==> src/rtl/pipe_hazard_ctrl_pkg.sv <==
// Shared types and constants for the pipeline hazard controller.
// Holds the controller state encoding, the default branch shadow and the counter ceiling.
package definesPkg;

   typedef enum logic [1:0] {
      ST_RUN      = 2'd0,
      ST_MEM_WAIT = 2'd1,
      ST_FLUSH    = 2'd2
   } ctrl_state_t;

   localparam int          BR_SHADOW_DEF = 2;
   localparam logic [15:0] CNT_MAX       = 16'hFFFF;

endpackage

==> src/rtl/pipe_hazard_ctrl_sat_cnt16.sv <==
// Saturating 16-bit event counter with asynchronous clear.
// Once it reaches CNT_MAX it holds that value until cleared.
module sat_cnt16
   import definesPkg::*;
(
   input  logic        clk,
   input  logic        clr,
   input  logic        en,
   output logic [15:0] cnt
);

   logic [15:0] cnt_q;

   // Count enabled events, sticking at the ceiling.
   always_ff @(posedge clk or posedge clr) begin
      if (clr) begin
         cnt_q <= 16'h0000;
      end else if (en && (cnt_q != CNT_MAX)) begin
         cnt_q <= cnt_q + 16'd1;
      end else begin
         cnt_q <= cnt_q;
      end
   end

   assign cnt = cnt_q;

endmodule

==> src/rtl/pipe_hazard_ctrl.sv <==
// Pipeline hazard controller: memory freeze, taken-branch redirect and shadow flush,
// load-use stall insertion, plus stall/flush performance counters.
module pipe_hazard_ctrl
   import definesPkg::*;
#(
   parameter int BR_SHADOW = BR_SHADOW_DEF
) (
   input  logic        clk,
   input  logic        reset,
   input  logic        id_valid,
   input  logic        id_rx_valid,
   input  logic        id_ry_valid,
   input  logic [2:0]  id_rx,
   input  logic [2:0]  id_ry,
   input  logic        ex_valid,
   input  logic        ex_wr_en,
   input  logic        ex_is_load,
   input  logic [2:0]  ex_rd,
   input  logic        ex_br_taken,
   input  logic [15:0] ex_br_target,
   input  logic        mem_busy,
   output logic        pc_en,
   output logic        if_id_en,
   output logic        id_ex_en,
   output logic        id_ex_bubble,
   output logic        if_id_flush,
   output logic        pc_load,
   output logic [15:0] pc_next,
   output logic [15:0] stall_cnt,
   output logic [15:0] flush_cnt,
   output logic [1:0]  state
);

   localparam logic [2:0] SHD_RELOAD = 3'(BR_SHADOW - 1);
   localparam logic       MULTI_SHD  = (BR_SHADOW > 1);

   ctrl_state_t state_q, state_d;
   logic [2:0]  shd_q, shd_d;
   logic        br_taken_s, load_use_s, stall_inc_s, flush_inc_s;

   assign br_taken_s = ex_valid & ex_br_taken;
   assign load_use_s = ex_valid & ex_is_load & ex_wr_en & id_valid &
                       ((id_rx_valid & (id_rx == ex_rd)) | (id_ry_valid & (id_ry == ex_rd)));

   // Control outputs and next state; reset overrides everything combinationally.
   always_comb begin
      pc_en        = 1'b1;
      if_id_en     = 1'b1;
      id_ex_en     = 1'b1;
      id_ex_bubble = 1'b0;
      if_id_flush  = 1'b0;
      pc_load      = 1'b0;
      pc_next      = 16'h0000;
      state_d      = state_q;
      shd_d        = shd_q;
      stall_inc_s  = 1'b0;
      flush_inc_s  = 1'b0;
      if (reset) begin
         pc_en        = 1'b0;
         if_id_en     = 1'b0;
         id_ex_en     = 1'b0;
         id_ex_bubble = 1'b1;
         if_id_flush  = 1'b1;
         state_d      = ST_RUN;
         shd_d        = 3'd0;
      end else if (mem_busy) begin
         // Freeze wins in every state; an EX branch stays put until memory is ready.
         pc_en       = 1'b0;
         if_id_en    = 1'b0;
         id_ex_en    = 1'b0;
         state_d     = ST_MEM_WAIT;
         shd_d       = 3'd0;
         stall_inc_s = 1'b1;
      end else if (br_taken_s) begin
         pc_load      = 1'b1;
         pc_next      = ex_br_target;
         if_id_flush  = 1'b1;
         id_ex_bubble = 1'b1;
         flush_inc_s  = 1'b1;
         state_d      = MULTI_SHD ? ST_FLUSH : ST_RUN;
         shd_d        = MULTI_SHD ? SHD_RELOAD : 3'd0;
      end else begin
         case (state_q)
            ST_RUN, ST_MEM_WAIT: begin
               state_d = ST_RUN;
               if (load_use_s) begin
                  pc_en        = 1'b0;
                  if_id_en     = 1'b0;
                  id_ex_bubble = 1'b1;
                  stall_inc_s  = 1'b1;
               end else begin
                  stall_inc_s = 1'b0;
               end
            end
            ST_FLUSH: begin
               // The ID instruction is being discarded, so load-use does not matter here.
               if_id_flush = 1'b1;
               if (shd_q > 3'd1) begin
                  shd_d   = shd_q - 3'd1;
                  state_d = ST_FLUSH;
               end else begin
                  shd_d   = 3'd0;
                  state_d = ST_RUN;
               end
            end
            default: begin
               state_d = ST_RUN;
               shd_d   = 3'd0;
            end
         endcase
      end
   end

   // State and shadow counter registers.
   always_ff @(posedge clk or posedge reset) begin
      if (reset) begin
         state_q <= ST_RUN;
         shd_q   <= 3'd0;
      end else begin
         state_q <= state_d;
         shd_q   <= shd_d;
      end
   end

   assign state = state_q;

   sat_cnt16 u_stall_cnt (
      .clk (clk),
      .clr (reset),
      .en  (stall_inc_s),
      .cnt (stall_cnt)
   );

   sat_cnt16 u_flush_cnt (
      .clk (clk),
      .clr (reset),
      .en  (flush_inc_s),
      .cnt (flush_cnt)
   );

endmodule

==> config.mk <==
export PLATFORM = sky130hd
export DESIGN_NAME = pipe_hazard_ctrl
export DESIGN_NICKNAME = d
export VERILOG_FILES = /design/src/rtl/pipe_hazard_ctrl_pkg.sv /design/src/rtl/pipe_hazard_ctrl_sat_cnt16.sv /design/src/rtl/pipe_hazard_ctrl.sv
export SDC_FILE = /design/constraint.sdc
export NUM_CORES = 1
export LEC_CHECK = 0
export CORE_UTILIZATION = 46
export DETAILED_ROUTE_END_ITERATION = 12
export GPL_ROUTABILITY_DRIVEN = 0
export PLACE_DENSITY_LB_ADDON = 0.1
export SLEW_MARGIN = 20
export SYNTH_ARGS = -nofsm -noshare
export SYNTH_HDL_FRONTEND = slang
export SYNTH_HIERARCHICAL = 1
export SYNTH_SLANG_ARGS = --single-unit
==> constraint.sdc <==
create_clock -name clk -period 4.15 [get_ports clk]
set_input_delay 0.415 -clock clk [delete_from_list [all_inputs] [get_ports clk]]
set_output_delay 0.415 -clock clk [all_outputs]
set_load 0.005 [all_outputs]
==> results of run 1 <==
critical path: stages:
cell and delay, ns:
clkdlybuf4s50_1 0.52, xnor2_1 0.13, and4_1 0.21, a41oi_2 0.05
o41ai_1 0.79, and4_1 0.38, nand3_1 0.14, nor2_1 0.14
mux2_2 0.34
registers in the layout (all words and copies together), names as in the netlist:
register         count
u_flush_cnt/cnt     16
shd_q                3
u_stall_cnt/cnt     16
state                2
metrics by stage:
stage	power, mW	utilization
floorplan	0.580	-
CTS	0.991	0.720
detailed placement	0.749	0.701
global placement	0.743	0.701
finish	0.982	0.720
global route	1.04	0.720
cells in the final DEF (no fill, tap or decap), drive strengths merged, types with 2 or more instances in the layout:
cell            n
xnor2          28
inv             6
o21ai           3
dfrtp          37
nand2b          3
clkdlybuf4s50  90
nand2          17
mux2            4
and4            9
clkinv          2
a21oi           6
nand3          14
o21a            2
ha              4
mux2i           2
nand4          15
and2           18
nor4            2
and3           10
nor2           10
clkbuf          6
power breakdown:
group	total, mW	switching, mW	internal [mW]
logic	0.264	0.0923	0.172
clock network	0.237	0.121	0.116
registers	0.481	0.0730	0.408
total	0.982	0.286	0.696
final cells by class:
type / count / area, µm² / share of cell area
tap: 52 / 65.1 / 0.0203
multi-input combinational: 161 / 1200 / 0.376
clock buffer: 6 / 72.6 / 0.0227
timing repair buffer: 90 / 901 / 0.282
clock inverter: 2 / 10.0 / 0.00313
sequential: 37 / 926 / 0.290
inverter: 6 / 22.5 / 0.00704
worst min path at each step:
stage               cells after the start  slack [ns]                       startpoint                         endpoint
global route                            2        0.53             shd_q[1]$_DFFE_PP0P_             shd_q[1]$_DFFE_PP0P_
detailed placement                      1        0.50  u_flush_cnt/cnt[15]$_DFFE_PP0P_  u_flush_cnt/cnt[15]$_DFFE_PP0P_
CTS                                     2        0.52             shd_q[1]$_DFFE_PP0P_             shd_q[1]$_DFFE_PP0P_
global placement                        1        0.49  u_stall_cnt/cnt[15]$_DFFE_PP0P_  u_stall_cnt/cnt[15]$_DFFE_PP0P_
finish                                  2        0.51             shd_q[1]$_DFFE_PP0P_             shd_q[1]$_DFFE_PP0P_
floorplan                               1        0.21                            reset             shd_q[0]$_DFFE_PP0P_
logic make-up (layout without fill, tap and decap cells):
kind of cell | Yosys count | in the layout | synth area share
compound gates | 21 | 21 | 0.0728
xor+xnor | 28 | 28 | 0.113
fa+ha+maj | 4 | 4 | 0.0231
buf+inv | 8 | 104 | 0.0173
flops | 37 | 37 | 0.428
mux | 6 | 6 | 0.0301
simple gates | 102 | 102 | 0.316
per-layer routing:
layer | track usage | part of all wire | vias to the layer above
li1 | - | - | 937
met1 | 0.256 | 0.45 | 899
met2 | 0.362 | 0.49 | 54
met3 | 0.0484 | 0.053 | 4
met4 | 0.0400 | 0.0066 | 0
met5 | 0 | 0 | -
==> summary.md, run 1 <==
| Metric | Value |
|---|---|
| Post-synthesis sequential area ratio | `0.428` |
| Top cells by instance count after synthesis | `37 x dfrtp_1, 28 x xnor2_1, 18 x and2_1` |
| Cell area after synthesis | `about 0.0022 mm²` |
| CTS HTree Levels | `2` |
| Initial DRT Pass Iterations | `8` |
| Fin crit period | `between 2 and 3 ns` |
| Hold Vio Cnt, Final | `0` |
| Max Slew Vio Count | `0` |
| Worst flop-to-flop path startpoint | `state[1]$_DFF_PP0_` |
| Final Instance Count excl. Fillers | `354` |
| Crit path arrival time | `3.11 ns` |
| Worst skew pair latency | `0.28 ns` |
| Routed wire length | `4860 µm` |
| Cts repair resizes | `0` |
| Via density per instance | `5.35` |
| Number of enable flip-flop cells after synthesis | `0` |
| FFs w/ async S/R, synth | `1.00` |
| Leak | `1.35 nW` |
| Drt drc | `18` |
| I/O Buffers | `90` |
| Crit share post-route | `0.710` |
| Failing checks | `DRC` |
| Synth top area cells | `dfrtp_1 43%, xnor2_1 11%, and2_1 5.2%, nand3_1 3.2%, nand4_1 3.2%` |
| Cells on worst reg2reg path | `6` |
| Worst slew pin tran | `0.852 ns` |
| PnR worst setup slack | `roughly 1.2 ns` |
| CTS Buffer Depth | `2` |
| Yosys reg bits | `37` |
| Worst Setup EP | `u_stall_cnt/cnt[14]$_DFFE_PP0P_` |
| Final hold slack | `just over 0.5 ns` |
| # Post-CTS Setup Buffers | `0` |
| Worst ir drop on vdd | `roughly 330 µV` |
| Die boundary width | `a little over 70 µm` |
| Die area | `0.00498 mm²` |
| DRT iter0 DRCs | `73` |
| Syn avg cell area | `10.5 µm²` |
| CP endpoint kind | `flop` |
| CTS root buffer | `clkbuf_8` |
| Worst slew margin | `0.425` |
| Status | `finished with violations` |
| Cell variety after synth | `39` |
| Worst Path Required | `4.31 ns` |
| Vias | `1894` |
| WS Path Type | `in -> reg` |
| Post-route ant nets | `0` |
| Max-capacitance violation count | `0` |
| Share of cells above drive strength 1 | `0.103` |
| Largest area contributor in the netlist | `dfrtp_1` |
| IO Count | `91` |
| Gate Count Post-Synth | `206` |
| Antenna violations before repair | `0` |
| Initial core utilization | `0.487` |
| PD cells | `between 300 and 400 mW/mm²` |
| First-pass GRT wire length | `8250 µm` |
| Synth Net Count | `245` |
| Placeable Area | `roughly 0.0044 mm²` |
| Clock transition at path regs | `0.07 ns` |
| CTS tree | `built` |
| CP max FO | `6` |
| Synth-to-Final Area Change | `47.7%` |
| Max Freq | `339 MHz` |
| Yosys top cell area share | `0.428` |
| Setup TNS | `0 ns` |
| Most frequent cell after synthesis | `dfrtp_1` |
| R2R setup slack | `1.56 ns` |
| Clock sinks | `37` |
| Fin area | `between 0.003 and 0.004 mm²` |
| Cts hold-fix bufs | `0` |
| DP Area | `0.00312 mm²` |
| Hold crit path type | `reg -> reg` |
| Antenna cells | `0` |
| RSZ-0062 raised after global routing | `false` |
| Placed insts | `346` |
| Chip Height | `70.6 µm` |
| Congestion Overflow GR | `0` |
| Core Rows | `24` |
| Cts bufs inserted | `5` |
| Yosys warnings | `6` |
| Reg-to-reg endpoint | `u_stall_cnt/cnt[14]$_DFFE_PP0P_` |
| Synth Flop Type | `dfrtp_1` |
| Final HPWL DP | `3740 µm` |
| Wirelength per Cell | `13.7 µm` |
| Setup Skew | `0.00231 ns` |
| Fill cell count | `355` |
| GRT Overall Usage | `0.204` |
| Vias in the first global route | `1775` |
| CP Launch Type | `input pin` |
| Setup violations, final | `0` |
| Worst Setup SP | `ex_rd[0]` |
| Pin count of the biggest net entering global routing | `26` |
| Layout Nets | `340` |
| Place WS | `0.917 ns` |
Note: power is estimated with default switching activity, not from simulation.
==> run 2: changes to the inputs <==
--- a/config.mk
+++ b/config.mk
@@ -5,7 +5,7 @@
 export SDC_FILE = /design/constraint.sdc
 export NUM_CORES = 1
 export LEC_CHECK = 0
-export CORE_UTILIZATION = 46
+export CORE_UTILIZATION = 43
 export DETAILED_ROUTE_END_ITERATION = 12
 export GPL_ROUTABILITY_DRIVEN = 0
 export PLACE_DENSITY_LB_ADDON = 0.1
==> constraint.sdc (replaced) <==
create_clock -name clk -period 3 [get_ports clk]
set_input_delay 0.3 -clock clk [delete_from_list [all_inputs] [get_ports clk]]
set_output_delay 0.3 -clock clk [all_outputs]
set_load 0.005 [all_outputs]
==> run 2 against run 1 <==
The flow now finishes without violations; design area increased by 2.2%; largest power group unchanged; first-iteration DRC count up 44%; wire length up 1.9%; critical path depth shrank 4; setup slack got worse by 0.71 ns; flip-flop and latch count unchanged; sequential power grew 38%; clock power rose by 54%; global-route usage grew 0.61 points; critical endpoint is now pc_next[14].
==> summary.md, run 2 (synthesis gave the netlist of run 1 again) <==
| Metric | Value |
|---|---|
| Hold Vio Cnt, Final | `0 (unchanged)` |
| Placeable Area | `0.00479 mm² (+7.7%)` |
| Most frequent cells in the layout | `90 x clkdlybuf4s50_1, 37 x dfrtp_1, 28 x xnor2_1` |
| Routed wire length | `4950 µm (+1.9%)` |
| Worst Path Required | `2.70 ns (-1.61 ns)` |
| Drt drc | `0 (-18)` |
| CP max FO | `20 (+14)` |
| Fin crit period | `2.51 ns` |
| CTS Buffer Depth | `2 (unchanged)` |
| Congestion Overflow GR | `0 (unchanged)` |
| Worst Setup EP | `pc_next[14]` |
| Antenna cells | `0 (unchanged)` |
| DRT iter0 DRCs | `105 (+44%)` |
| Worst slew margin | `0.594 (+0.169)` |
| Cts bufs inserted | `5 (unchanged)` |
| RSZ-0062 raised after global routing | `false` |
| Status | `complete, no violations` |
| Via density per instance | `5.08 (-5.0%)` |
| Max-capacitance violation count | `0 (unchanged)` |
| Worst skew pair latency | `0.29 ns (about the same)` |
| CTS HTree Levels | `2 (unchanged)` |
| Reg-to-reg endpoint | `u_stall_cnt/cnt[14]$_DFFE_PP0P_` |
| Max Freq | `about 400 MHz` |
| Share of cells above drive strength 1 | `0.121 (+0.0179)` |
| Antenna violations before repair | `0 (unchanged)` |
| Initial core utilization | `0.452 (-0.0348)` |
| Wirelength per Cell | `13.2 µm (-3.6%)` |
| Initial DRT Pass Iterations | `4 (-4)` |
| CP Launch Type | `input pin` |
| CP endpoint kind | `output pin` |
| Hold crit path type | `reg -> reg` |
| Pin count of the biggest net entering global routing | `21 (-19%)` |
| Synth-to-Final Area Change | `51.0%` |
| Vias in the first global route | `1900 (+7.0%)` |
| Crit share post-route | `0.837` |
| GRT Overall Usage | `0.210 (+0.00610)` |
| Place WS | `0.187 ns (-0.730 ns)` |
| IO Count | `91 (unchanged)` |
| CTS root buffer | `clkbuf_8` |
| Die boundary width | `73.0 µm (+3.3%)` |
| Cells on worst reg2reg path | `7 (+1)` |
| Cts hold-fix bufs | `0 (unchanged)` |
| Worst ir drop on vdd | `412 µV (+25%)` |
| Setup violations, final | `0 (unchanged)` |
| Max Slew Vio Count | `0 (unchanged)` |
| PD cells | `428 mW/mm² (+40%)` |
| Clock transition at path regs | `0.07 ns (about the same)` |
| Worst slew pin tran | `0.609 ns (-0.243 ns)` |
| Chip Height | `73.0 µm (+3.3%)` |
| Final HPWL DP | `3890 µm (+4.1%)` |
| Cts repair resizes | `0 (unchanged)` |
| I/O Buffers | `90 (unchanged)` |
| Vias | `1901 (+0.37%)` |
| # Post-CTS Setup Buffers | `0 (unchanged)` |
| R2R setup slack | `0.71 ns (-0.85 ns)` |
| Most common library cell in the layout ignoring fill and taps | `clkdlybuf4s50_1` |
| Core Rows | `25 (+4.2%)` |
| PnR worst setup slack | `0.488 ns (-0.714 ns)` |
| CTS tree | `built` |
| Clock sinks | `37 (unchanged)` |
| Die area | `0.00532 mm² (+6.8%)` |
| Leak | `1.38 nW (+2.3%)` |
| Setup Skew | `0.00650 ns (+0.00418 ns)` |
| WS Path Type | `in -> out` |
| Post-route ant nets | `0 (unchanged)` |
| First-pass GRT wire length | `8470 µm (+2.8%)` |
| Worst flop-to-flop path startpoint | `state[1]$_DFF_PP0_` |
| Layout Nets | `345 (+1.5%)` |
| Crit path arrival time | `2.21 ns (-0.90 ns)` |
| Worst Setup SP | `ex_br_taken` |
| Setup TNS | `0 ns (unchanged)` |
## run 2: cell count changes in the layout (fill, tap and decap cells not counted)
cell / previous run / this run
clkbuf_1: 1 / 0
clkinv_2: 2 / 1
clkinv_4: 0 / 1
clkbuf_8: 5 / 6
buf_4: 0 / 5
## run 2: report_power, final
part	internal [mW]	switching, mW
Sequential	0.564	0.0996
Clock	0.186	0.179
Combinational	0.242	0.130
Total	0.992	0.408
## run 2: worst min-delay path by stage
stage / slack [ns] / from / depth (start not counted) / to
2_1_floorplan: 0.09 / reset / 1 / shd_q[0]$_DFFE_PP0P_
3_3_place_gp: 0.50 / shd_q[1]$_DFFE_PP0P_ / 2 / shd_q[1]$_DFFE_PP0P_
3_5_place_dp: 0.50 / shd_q[1]$_DFFE_PP0P_ / 2 / shd_q[1]$_DFFE_PP0P_
4_1_cts: 0.51 / u_flush_cnt/cnt[15]$_DFFE_PP0P_ / 1 / u_flush_cnt/cnt[15]$_DFFE_PP0P_
5_1_grt: 0.54 / u_flush_cnt/cnt[15]$_DFFE_PP0P_ / 1 / u_flush_cnt/cnt[15]$_DFFE_PP0P_
6_report: 0.50 / u_flush_cnt/cnt[15]$_DFFE_PP0P_ / 1 / u_flush_cnt/cnt[15]$_DFFE_PP0P_
## run 2: worst max-delay path: stages
cell	delay, ns
clkdlybuf4s50_1	0.56
nand2_1	0.16
nor3_4	0.47
and2_1	0.20
clkdlybuf4s50_1	0.51
## run 2: metal layers
metal / up-vias / part of all wire / global-route usage
met2: 56 / 0.50 / 0.348
met3: 5 / 0.050 / 0.0525
met1: 900 / 0.43 / 0.268
li1: 940 / - / -
met4: 0 / 0.013 / 0.0719
met5: - / 0 / 0
## run 2: per-stage QoR
step	area (µm²)	cells	hold WS, ns	utilization	total power [mW]
final	3270	374	0.505	0.683	1.40
after global routing	3270	374	0.541	0.683	1.48
after CTS	3270	374	0.515	0.683	1.42
after detailed placement	3170	366	0.503	0.663	1.04
after global placement	3170	366	0.500	0.663	1.04
after floorplan	2160	206	0.0926	-	0.803
## run 2: layout make-up
cell class | count | area [µm²]
Clock inverter | 2 | 13.8
Multi-Input combinational cell | 161 | 1200
Timing Repair Buffer | 95 | 938
Fill cell | 396 | 1520
Sequential cell | 37 | 926
Clock buffer | 6 | 82.6
Inverter | 6 | 22.5
Tap cell | 67 | 83.8
==> run 3: changes to the inputs <==
==> constraint.sdc (replaced) <==
create_clock -name clk -period 2.62 [get_ports clk]
set_input_delay 0.262 -clock clk [delete_from_list [all_inputs] [get_ports clk]]
set_output_delay 0.262 -clock clk [all_outputs]
set_load 0.005 [all_outputs]
==> run 3 against run 2 <==
Setup slack worse by 0.24 ns; wire length up 0.55%; first-iteration DRC count fell by 24%; worst hold slack worse by 0.072 ns; flip-flop and latch count unchanged; largest cell class unchanged; largest power group unchanged.
==> summary.md, run 3 (synthesis gave the netlist of run 1 again) <==
| Metric | Value |
|---|---|
| Status | `complete, no violations` |
| Setup violations, final | `0 (unchanged)` |
| Drt drc | `0 (unchanged)` |
| Worst skew pair latency | `0.28 ns (about the same)` |
| CP max FO | `6 (-70%)` |
| Clock sinks | `37 (unchanged)` |
| Hold crit path type | `in -> async` |
| Worst slew margin | `0.591 (-0.00285)` |
| Pin count of the biggest net entering global routing | `21 (unchanged)` |
| Via density per instance | `5.09 (about the same)` |
| Worst Path Required | `2.79 ns (+0.09 ns)` |
| Finished Core Util | `0.684 (+0.00157)` |
| Most frequent cells in the layout | `90 x clkdlybuf4s50_1, 37 x dfrtp_1, 28 x xnor2_1` |
| Chip Height | `73.0 µm (unchanged)` |
| Fin crit period | `approximately 2.4 ns` |
| DRT iter0 DRCs | `80 (-24%)` |
| PD cells | `471 mW/mm² (+9.8%)` |
| Max Freq | `422 MHz` |
| Post-route ant nets | `0 (unchanged)` |
| CTS root buffer | `clkbuf_8` |
| IO Count | `91 (unchanged)` |
| Setup Skew | `0.00432 ns (-0.00217 ns)` |
| Final hold slack | `0.433 ns (-0.0724 ns)` |
| DP Area | `0.00320 mm² (+0.95%)` |
| Worst slew pin tran | `0.613 ns (+0.00427 ns)` |
| CTS Buffer Depth | `2 (unchanged)` |
| Initial DRT Pass Iterations | `4 (unchanged)` |
| Crit share post-route | `0.905` |
| Vias in the first global route | `1830 (-3.7%)` |
| Antenna cells | `0 (unchanged)` |
| Cts repair resizes | `0 (unchanged)` |
| Layout Nets | `349 (+1.2%)` |
| Most common library cell in the layout ignoring fill and taps | `clkdlybuf4s50_1` |
| WS Path Type | `in -> reg` |
| Max Slew Vio Count | `0 (unchanged)` |
| Synth-to-Final Area Change | `51.3%` |
| Fin area | `0.00328 mm² (+0.23%)` |
| GRT Overall Usage | `0.210 (about the same)` |
| Clock transition at path regs | `0.07 ns (about the same)` |
| Placed insts | `370 (+1.1%)` |
| CP endpoint kind | `flop` |
| Wirelength per Cell | `13.2 µm (about the same)` |
| Antenna violations before repair | `0 (unchanged)` |
| Routed wire length | `4970 µm (+0.55%)` |
| RSZ-0062 raised after global routing | `false` |
| CTS HTree Levels | `2 (unchanged)` |
| CP Launch Type | `input pin` |
| Leak | `1.39 nW (+0.63%)` |
| Vias | `1913 (+0.63%)` |
| CTS tree | `built` |
| First-pass GRT wire length | `8520 µm (+0.57%)` |
| Initial core utilization | `0.452 (unchanged)` |
| Hold Vio Cnt, Final | `0 (unchanged)` |
| Cts hold-fix bufs | `0 (unchanged)` |
| Final HPWL DP | `3890 µm (-0.16%)` |
| Cts bufs inserted | `5 (unchanged)` |
| Die area | `0.00532 mm² (unchanged)` |
| Max-capacitance violation count | `0 (unchanged)` |
| I/O Buffers | `90 (unchanged)` |
| R2R setup slack | `0.43 ns (-0.28 ns)` |
| Share of cells above drive strength 1 | `0.126 (+0.00569)` |
| Crit path arrival time | `2.54 ns (+0.33 ns)` |
| Die boundary width | `73.0 µm (unchanged)` |
| # Post-CTS Setup Buffers | `0 (unchanged)` |
| Placeable Area | `0.00479 mm² (unchanged)` |
| Congestion Overflow GR | `0 (unchanged)` |
| Worst ir drop on vdd | `528 µV (+28%)` |
| Core Rows | `25 (unchanged)` |
| Final Instance Count excl. Fillers | `376 (+0.53%)` |
-- run 3: changes by cell type in the layout (fill, tap and decap cells not counted), sizes merged --
| cell | previous run | this run |
|---|---|---|
| clkbuf | 6 | 5 |
| clkinv | 2 | 1 |
| buf | 5 | 9 |
-- run 3: worst max-delay path: stages --
cell	delay, ns
clkdlybuf4s50_1	0.51
xnor2_1	0.12
and4_1	0.22
a41oi_2	0.05
o41ai_1	0.35
buf_4	0.20
and4_1	0.22
nand3_1	0.12
nor2_1	0.14
mux2_2	0.33
-- run 3: power breakdown --
part,switching (mW),internal [mW]
clock,0.182,0.175
combinational,0.147,0.280
sequential,0.111,0.646
-- run 3: per-stage QoR --
step	total power, mW	setup slack (ns)	setup TNS [ns]
floorplan	0.919	0.313	0
global placement	1.19	-0.0152	-0.0152
detailed placement	1.19	-0.0659	-0.0659
CTS	1.56	0.237	0
global route	1.65	0.0486	0
finish	1.54	0.249	0
-- run 3: final cells by class --
type / instances / area, µm²
multi-input cells: 161 / 1200
clock buffers: 5 / 68.8
flip-flops and latches: 37 / 926
inverters: 6 / 22.5
well taps: 67 / 83.8
repair buffers: 99 / 968
clock inverters: 1 / 5.00
fillers: 392 / 1510
-- run 3: final timing paths --
check | from | end | depth (start not counted)
worst max-delay path | ex_rd[0] | u_stall_cnt/cnt[14]$_DFFE_PP0P_ | 10
worst min-delay path | reset | state[0]$_DFF_PP0_ | 3
worst max register to register | state[1]$_DFF_PP0_ | u_stall_cnt/cnt[14]$_DFFE_PP0P_ | 7
worst min register to register | u_flush_cnt/cnt[10]$_DFFE_PP0P_ | u_flush_cnt/cnt[10]$_DFFE_PP0P_ | 1
max in group asynchronous | reset | u_stall_cnt/cnt[2]$_DFFE_PP0P_ | 3
min in group clk | u_flush_cnt/cnt[10]$_DFFE_PP0P_ | u_flush_cnt/cnt[10]$_DFFE_PP0P_ | 1
-- run 3: metal layers --
| layer | share of wire | GRT usage | vias to the layer above |
|---|---|---|---|
| met5 | 0 | 0 | - |
| met4 | 0.0060 | 0.0588 | 0 |
| met3 | 0.046 | 0.0635 | 2 |
| met2 | 0.50 | 0.337 | 48 |
| met1 | 0.45 | 0.275 | 919 |
| li1 | - | - | 944 |
